### src/rtl/ddr_pkg.sv
// Shared definitions for the note scheduler: lane indices, chart entry layout,
// end-of-chart marker and scheduler state encoding.
package ddr_pkg;

    localparam int LANES   = 4;
    localparam int ROW_W   = 8;
    localparam int MASK_W  = LANES;
    localparam int DELTA_W = 8;
    localparam int ENTRY_W = MASK_W + DELTA_W;
    localparam int PC_W    = $clog2(LANES + 1);

    localparam int LANE_L = 0;
    localparam int LANE_U = 1;
    localparam int LANE_D = 2;
    localparam int LANE_R = 3;

    // Chart entry is {mask, delta}
    localparam int DELTA_LSB = 0;
    localparam int DELTA_MSB = DELTA_W - 1;
    localparam int MASK_LSB  = DELTA_W;
    localparam int MASK_MSB  = ENTRY_W - 1;

    localparam logic [ENTRY_W-1:0] END_ROW = '0;

    typedef enum logic [2:0] {
        S_IDLE  = 3'd0,
        S_FETCH = 3'd1,
        S_LOAD  = 3'd2,
        S_WAIT  = 3'd3,
        S_FIRE  = 3'd4,
        S_DONE  = 3'd5
    } sched_state_t;

    function automatic logic [PC_W-1:0] lane_popcount(input logic [LANES-1:0] v);
        logic [PC_W-1:0] n;
        n = '0;
        for (int i = 0; i < LANES; i++) begin
            n = n + PC_W'(v[i]);
        end
        return n;
    endfunction

endpackage

### src/rtl/note_scheduler.sv
// Walks a level chart row by row, counts frames between rows and pulses column starts.
// Optional DDR_DROP_COUNT_EN adds a saturating count of spawns lost to busy columns.
//
// state | meaning
// IDLE  | waiting for play
// FETCH | chart ROM read in flight
// LOAD  | latch {mask,delta}; END row finishes the chart
// WAIT  | count unpaused frames until cnt reaches delta
// FIRE  | start pulse high for this cycle; advance row
// DONE  | chart finished; play restarts
module note_scheduler
    import ddr_pkg::*;
(
    input  logic                   i_clk,
    input  logic                   i_rst,
    input  logic                   i_frame,
    input  logic [1:0]             i_level,
    input  logic                   i_play,
    input  logic                   i_stop,
    input  logic                   i_pause,
    input  logic [LANES-1:0]       i_col_busy,
    output logic [ROW_W+1:0]       o_rom_addr,
    input  logic [ENTRY_W-1:0]     i_rom_data,
    output logic [LANES-1:0]       o_start,
    output logic                   o_busy,
`ifdef DDR_DROP_COUNT_EN
    output logic [7:0]             o_dropped,
`endif
    output logic                   o_done
);

    sched_state_t       r_state;
    logic [ROW_W-1:0]   r_row;
    logic [DELTA_W-1:0] r_cnt;
    logic [1:0]         r_level;
    logic [MASK_W-1:0]  r_mask;
    logic [DELTA_W-1:0] r_delta;
    logic [ROW_W+1:0]   r_rom_addr;
    logic [LANES-1:0]   r_start;
    logic               r_busy;
    logic               r_done;
    logic [ROW_W-1:0]   w_row_next;

    assign w_row_next = r_row + ROW_W'(1);

`ifdef DDR_DROP_COUNT_EN
    logic [7:0] r_dropped;
    logic [8:0] w_drop_sum;

    assign w_drop_sum = {1'b0, r_dropped} + 9'(lane_popcount(r_mask & i_col_busy));
    assign o_dropped  = r_dropped;

    always_ff @(posedge i_clk) begin
        if (i_rst) begin
            r_dropped <= '0;
        end else if (!i_stop && i_play && (r_state == S_IDLE || r_state == S_DONE)) begin
            r_dropped <= '0;
        end else if (!i_stop && r_state == S_WAIT && r_cnt == r_delta) begin
            r_dropped <= w_drop_sum[8] ? 8'hFF : w_drop_sum[7:0];
        end
    end
`endif

    always_ff @(posedge i_clk) begin
        if (i_rst) begin
            r_state    <= S_IDLE;
            r_row      <= '0;
            r_cnt      <= '0;
            r_level    <= '0;
            r_mask     <= '0;
            r_delta    <= '0;
            r_rom_addr <= '0;
            r_start    <= '0;
            r_busy     <= 1'b0;
            r_done     <= 1'b0;
        end else begin
            r_start <= '0;
            if (i_stop) begin
                r_state    <= S_IDLE;
                r_row      <= '0;
                r_cnt      <= '0;
                r_rom_addr <= '0;
                r_busy     <= 1'b0;
                r_done     <= 1'b0;
            end else begin
                case (r_state)
                    S_IDLE, S_DONE: begin
                        if (i_play) begin
                            r_level    <= i_level;
                            r_row      <= '0;
                            r_rom_addr <= {i_level, {ROW_W{1'b0}}};
                            r_state    <= S_FETCH;
                            r_busy     <= 1'b1;
                            r_done     <= 1'b0;
                        end
                    end
                    S_FETCH: r_state <= S_LOAD;
                    S_LOAD: begin
                        r_mask  <= i_rom_data[MASK_MSB:MASK_LSB];
                        r_delta <= i_rom_data[DELTA_MSB:DELTA_LSB];
                        r_cnt   <= '0;
                        if (i_rom_data == END_ROW) begin
                            r_state <= S_DONE;
                            r_busy  <= 1'b0;
                            r_done  <= 1'b1;
                        end else begin
                            r_state <= S_WAIT;
                        end
                    end
                    S_WAIT: begin
                        // start is registered on entry so it is high exactly during FIRE
                        if (r_cnt == r_delta) begin
                            r_state <= S_FIRE;
                            r_start <= r_mask & ~i_col_busy;
                        end else if (i_frame && !i_pause) begin
                            r_cnt <= r_cnt + DELTA_W'(1);
                        end
                    end
                    S_FIRE: begin
                        if (r_row == {ROW_W{1'b1}}) begin
                            r_state <= S_DONE;
                            r_busy  <= 1'b0;
                            r_done  <= 1'b1;
                        end else begin
                            r_row      <= w_row_next;
                            r_rom_addr <= {r_level, w_row_next};
                            r_state    <= S_FETCH;
                        end
                    end
                    default: begin
                        r_state <= S_IDLE;
                        r_busy  <= 1'b0;
                        r_done  <= 1'b0;
                    end
                endcase
            end
        end
    end

    assign o_rom_addr = r_rom_addr;
    assign o_start    = r_start;
    assign o_busy     = r_busy;
    assign o_done     = r_done;

endmodule
### config.mk
export PLATFORM = sky130hd
export DESIGN_NAME = note_scheduler
export DESIGN_NICKNAME = d
export VERILOG_FILES = /design/src/rtl/ddr_pkg.sv /design/src/rtl/note_scheduler.sv
export SDC_FILE = /design/constraint.sdc
export NUM_CORES = 1
export LEC_CHECK = 0
export CAP_MARGIN = 30
export CORE_UTILIZATION = 45
export DETAILED_ROUTE_END_ITERATION = 10
export GPL_TIMING_DRIVEN = 0
export PLACE_DENSITY = 0.76
export SYNTH_ARGS = -nofsm -noshare
export SYNTH_HDL_FRONTEND = slang
export SYNTH_SLANG_ARGS = --single-unit
### constraint.sdc
create_clock -name i_clk -period 2.14 [get_ports i_clk]
set_input_delay 0.535 -clock i_clk [delete_from_list [all_inputs] [get_ports i_clk]]
set_output_delay 0.535 -clock i_clk [all_outputs]
set_load 0.02 [all_outputs]
==> flow_summary.ini <==
[place]
dp_hpwl_mm = 3.63
placedCellCount = 336
io_buffers = 39
gp_congestion = 0.841

[route]
avgViaCountPerCell = 5.70
drt-initial-drc-count = 176
wire_per_inst_um = 14.4
drtAntennaViolNets = 0
routed-via-count = 1955
dr.pass1.iters = 4
finalWirelength_mm = 4.94
drc_errors = 0

[logic_synthesis]
ys_ff_latch = 41
netlist.area_leader.share_pct = 39.2
syn_avg_cell_area_um2 = 8.55
synth_area_um2 = 2100
synth_adder_area_share_pct = 1.19
synth_top_family_by_area = simple AND/OR/NAND/NOR gates
synth_edf_count = 0
yosysWarnings = 0
syn-num-nets = 271
yosysSeqAreaShare_pct = 39.2
ys_top_cells_by_area = dfxtp_1 (39%), nand2_1 (7.0%), a21oi_1 (4.1%)
synthCells = 245
synth_cell_types = 56
synthXorXnorAreaFrac_pct = 3.34
synth_compound_area_share_pct = 18.8
synth-simple-area-share_pct = 31.2
synth_ff_type = dfxtp_1
ys_async_sr_fraction_pct = 0
synth_top_area_cell = dfxtp_1
synth_mux_area_share_pct = 2.93

[setup_path]
cp-end-kind = flip-flop
cp.required_ps = 2330
path_class = input pin to flip-flop
cp-start-kind = input pin
critPathMaxFanout = 3
arrival_ps = 2200

[grt]
grt_pass1_wl_mm = 8.41
grt_pass1_vias = 1846
grt_usage_pct = 21.2
grt_start_max_net_pins = 12
antenna_found_initial = 0
overflow = 0

[power_and_ir_drop]
combPwrFrac_pct = 11.0
power_mw = 1.44
clock_power_share_pct = 35.3
power_switching_share_pct = 23.5
power_density_nw_per_um2 = 543
p_leak_nw = 0.927
p_int_mw = 1.10
switchingPower_mw = 0.340
irDropWorstVdd_mv = 0.416
seqPwrFrac_pct = 53.7

[floorplan]
die_area_um2 = 4930
coreArea_um2 = 4410
initial_core_util_pct = 47.5
fp.dieH_um = 70.2
rows = 24
io_pins = 40
die_x_um = 70.2

[final_layout]
synthToLayoutAreaGrowth_pct = 26.8
diodes = 0
layout_common_cells = dfxtp_1 (41), nand2_1 (39), clkdlybuf4s50_1 (37)
drive_above_1_share_pct = 10.3
finalNetCount = 317
final_common_cell = dfxtp_1
instances_no_fill = 343

[timing]
worstMarginPinSlew_ps = 614
setup_viol = 0
max_slew_margin_pct = 58.9
min_period_ps = 2010
slew_violations = 0
fmaxAchievable_ghz = 0.498
hold_viol_final = 0
setup_tns_ps = 0
skew_ps = 7.54
rsz0062_at_grt = false
finalCritPeriodShare_pct = 93.9
hold_ws_ps = 452

[clock_network]
cts-root-buf = clkbuf_8
clk_pin_slew_worst_paths_ps = 70
clkLatencyLatePin_ps = 290
cts_tree = yes
ctsLongestPathBuffers = 2
numCtsBuffers = 5
cts_sinks = 41
cts_htree_levels = 2

[run_status]
status = finished clean

[job]
drv_cap = 0

[hold_path]
hold_class = flip-flop to flip-flop
[area by class of cell]
cell class	count	area (um2)
repair buffers	39	395
well taps	52	65.1
flip-flops and latches	41	821
fillers	402	1760
plain buffers	11	58.8
clock buffers	7	86.3
inverters	3	11.3
multi-input cells	190	1220
[cells in the mapped netlist (all sizes together) (2+ instances only)]
cell	number
dfxtp	41
and2	2
a21oi	17
a31oi	4
o311ai	2
o21a	2
a32o	2
or2	2
nand2b	7
mux2i	5
buf	7
nand2	39
xnor2	8
o31ai	2
nor3b	6
nand3	10
nor2	16
or3	3
o211ai	2
or4	2
a21boi	2
nor3	9
o21ai	7
clkbuf	4
a211oi	7
inv	3
nor4	7
and3	4
nand3b	2
nor2b	3
ha	2
a32oi	2
a21o	2
nand4	3
[critical path, stage by stage]
cell             delay [ps]
clkdlybuf4s50_1         430
nor4_2                  370
a211oi_1                180
nor4_4                  350
nor2_2                   60
a2111oi_2               270
[registers in the layout, indices dropped and copies added, names as in the netlist]
name / flops
r_row: 7
r_delta: 8
o_done: 1
r_level: 2
o_rom_addr: 3
r_mask: 4
r_cnt: 8
o_start: 4
o_busy: 1
r_state: 3
[cells by family after synthesis]
family / count (synthesis)
fa+ha+maj: 2
mux: 6
buf+inv: 14
compound gates: 57
xor+xnor: 8
flops: 41
simple gates: 117
[power groups by stage]
stage               sequential, mW  combinational (mW)  clock, mW
finish                       0.775               0.159      0.509
global route                 0.776               0.174      0.554
CTS                          0.775               0.158      0.521
detailed placement           0.793               0.156          0
global placement             0.793               0.154          0
floorplan                    0.797              0.0760          0
[routing by layer]
metal	global-route usage (%)	part of all wire (%)	vias to the layer above
li1	-	-	984
met1	29.0	48	917
met2	32.6	46	49
met3	5.05	4.3	5
met4	7.33	1.3	0
met5	0	0	-
[final timing paths]
path / from / to / slack, ps / cells past startpoint
worst min-delay path: r_mask[2]$_SDFFE_PP0P_ / r_mask[2]$_SDFFE_PP0P_ / 450 / 2
worst max register to register: r_row[0]$_SDFFE_PP0P_ / o_done$_SDFFE_PP0P_ / 280 / 6
worst min register to register: r_mask[2]$_SDFFE_PP0P_ / r_mask[2]$_SDFFE_PP0P_ / 450 / 2
worst max-delay path: i_rom_data[6] / o_done$_SDFFE_PP0P_ / 130 / 6
[metrics by stage]
stage / cell area (um2) / setup slack (ps) / utilization, %
5_1_grt: 2660 / 13.3 / 60.2
4_1_cts: 2640 / 6.94 / 59.9
6_report: 2660 / 131 / 60.2
3_3_place_gp: 2550 / -300 / 57.8
3_5_place_dp: 2550 / -302 / 57.8
2_1_floorplan: 2100 / 333 / -
[repair_timing]
item | CTS | global route
pin swaps | 0 | 0
hold buffers | 0 | 0
buffers inserted | 0 | 0
resized for setup | 1 | 4
setup endpoints to repair | 1 | 12
(Power assumes the default switching activity.)
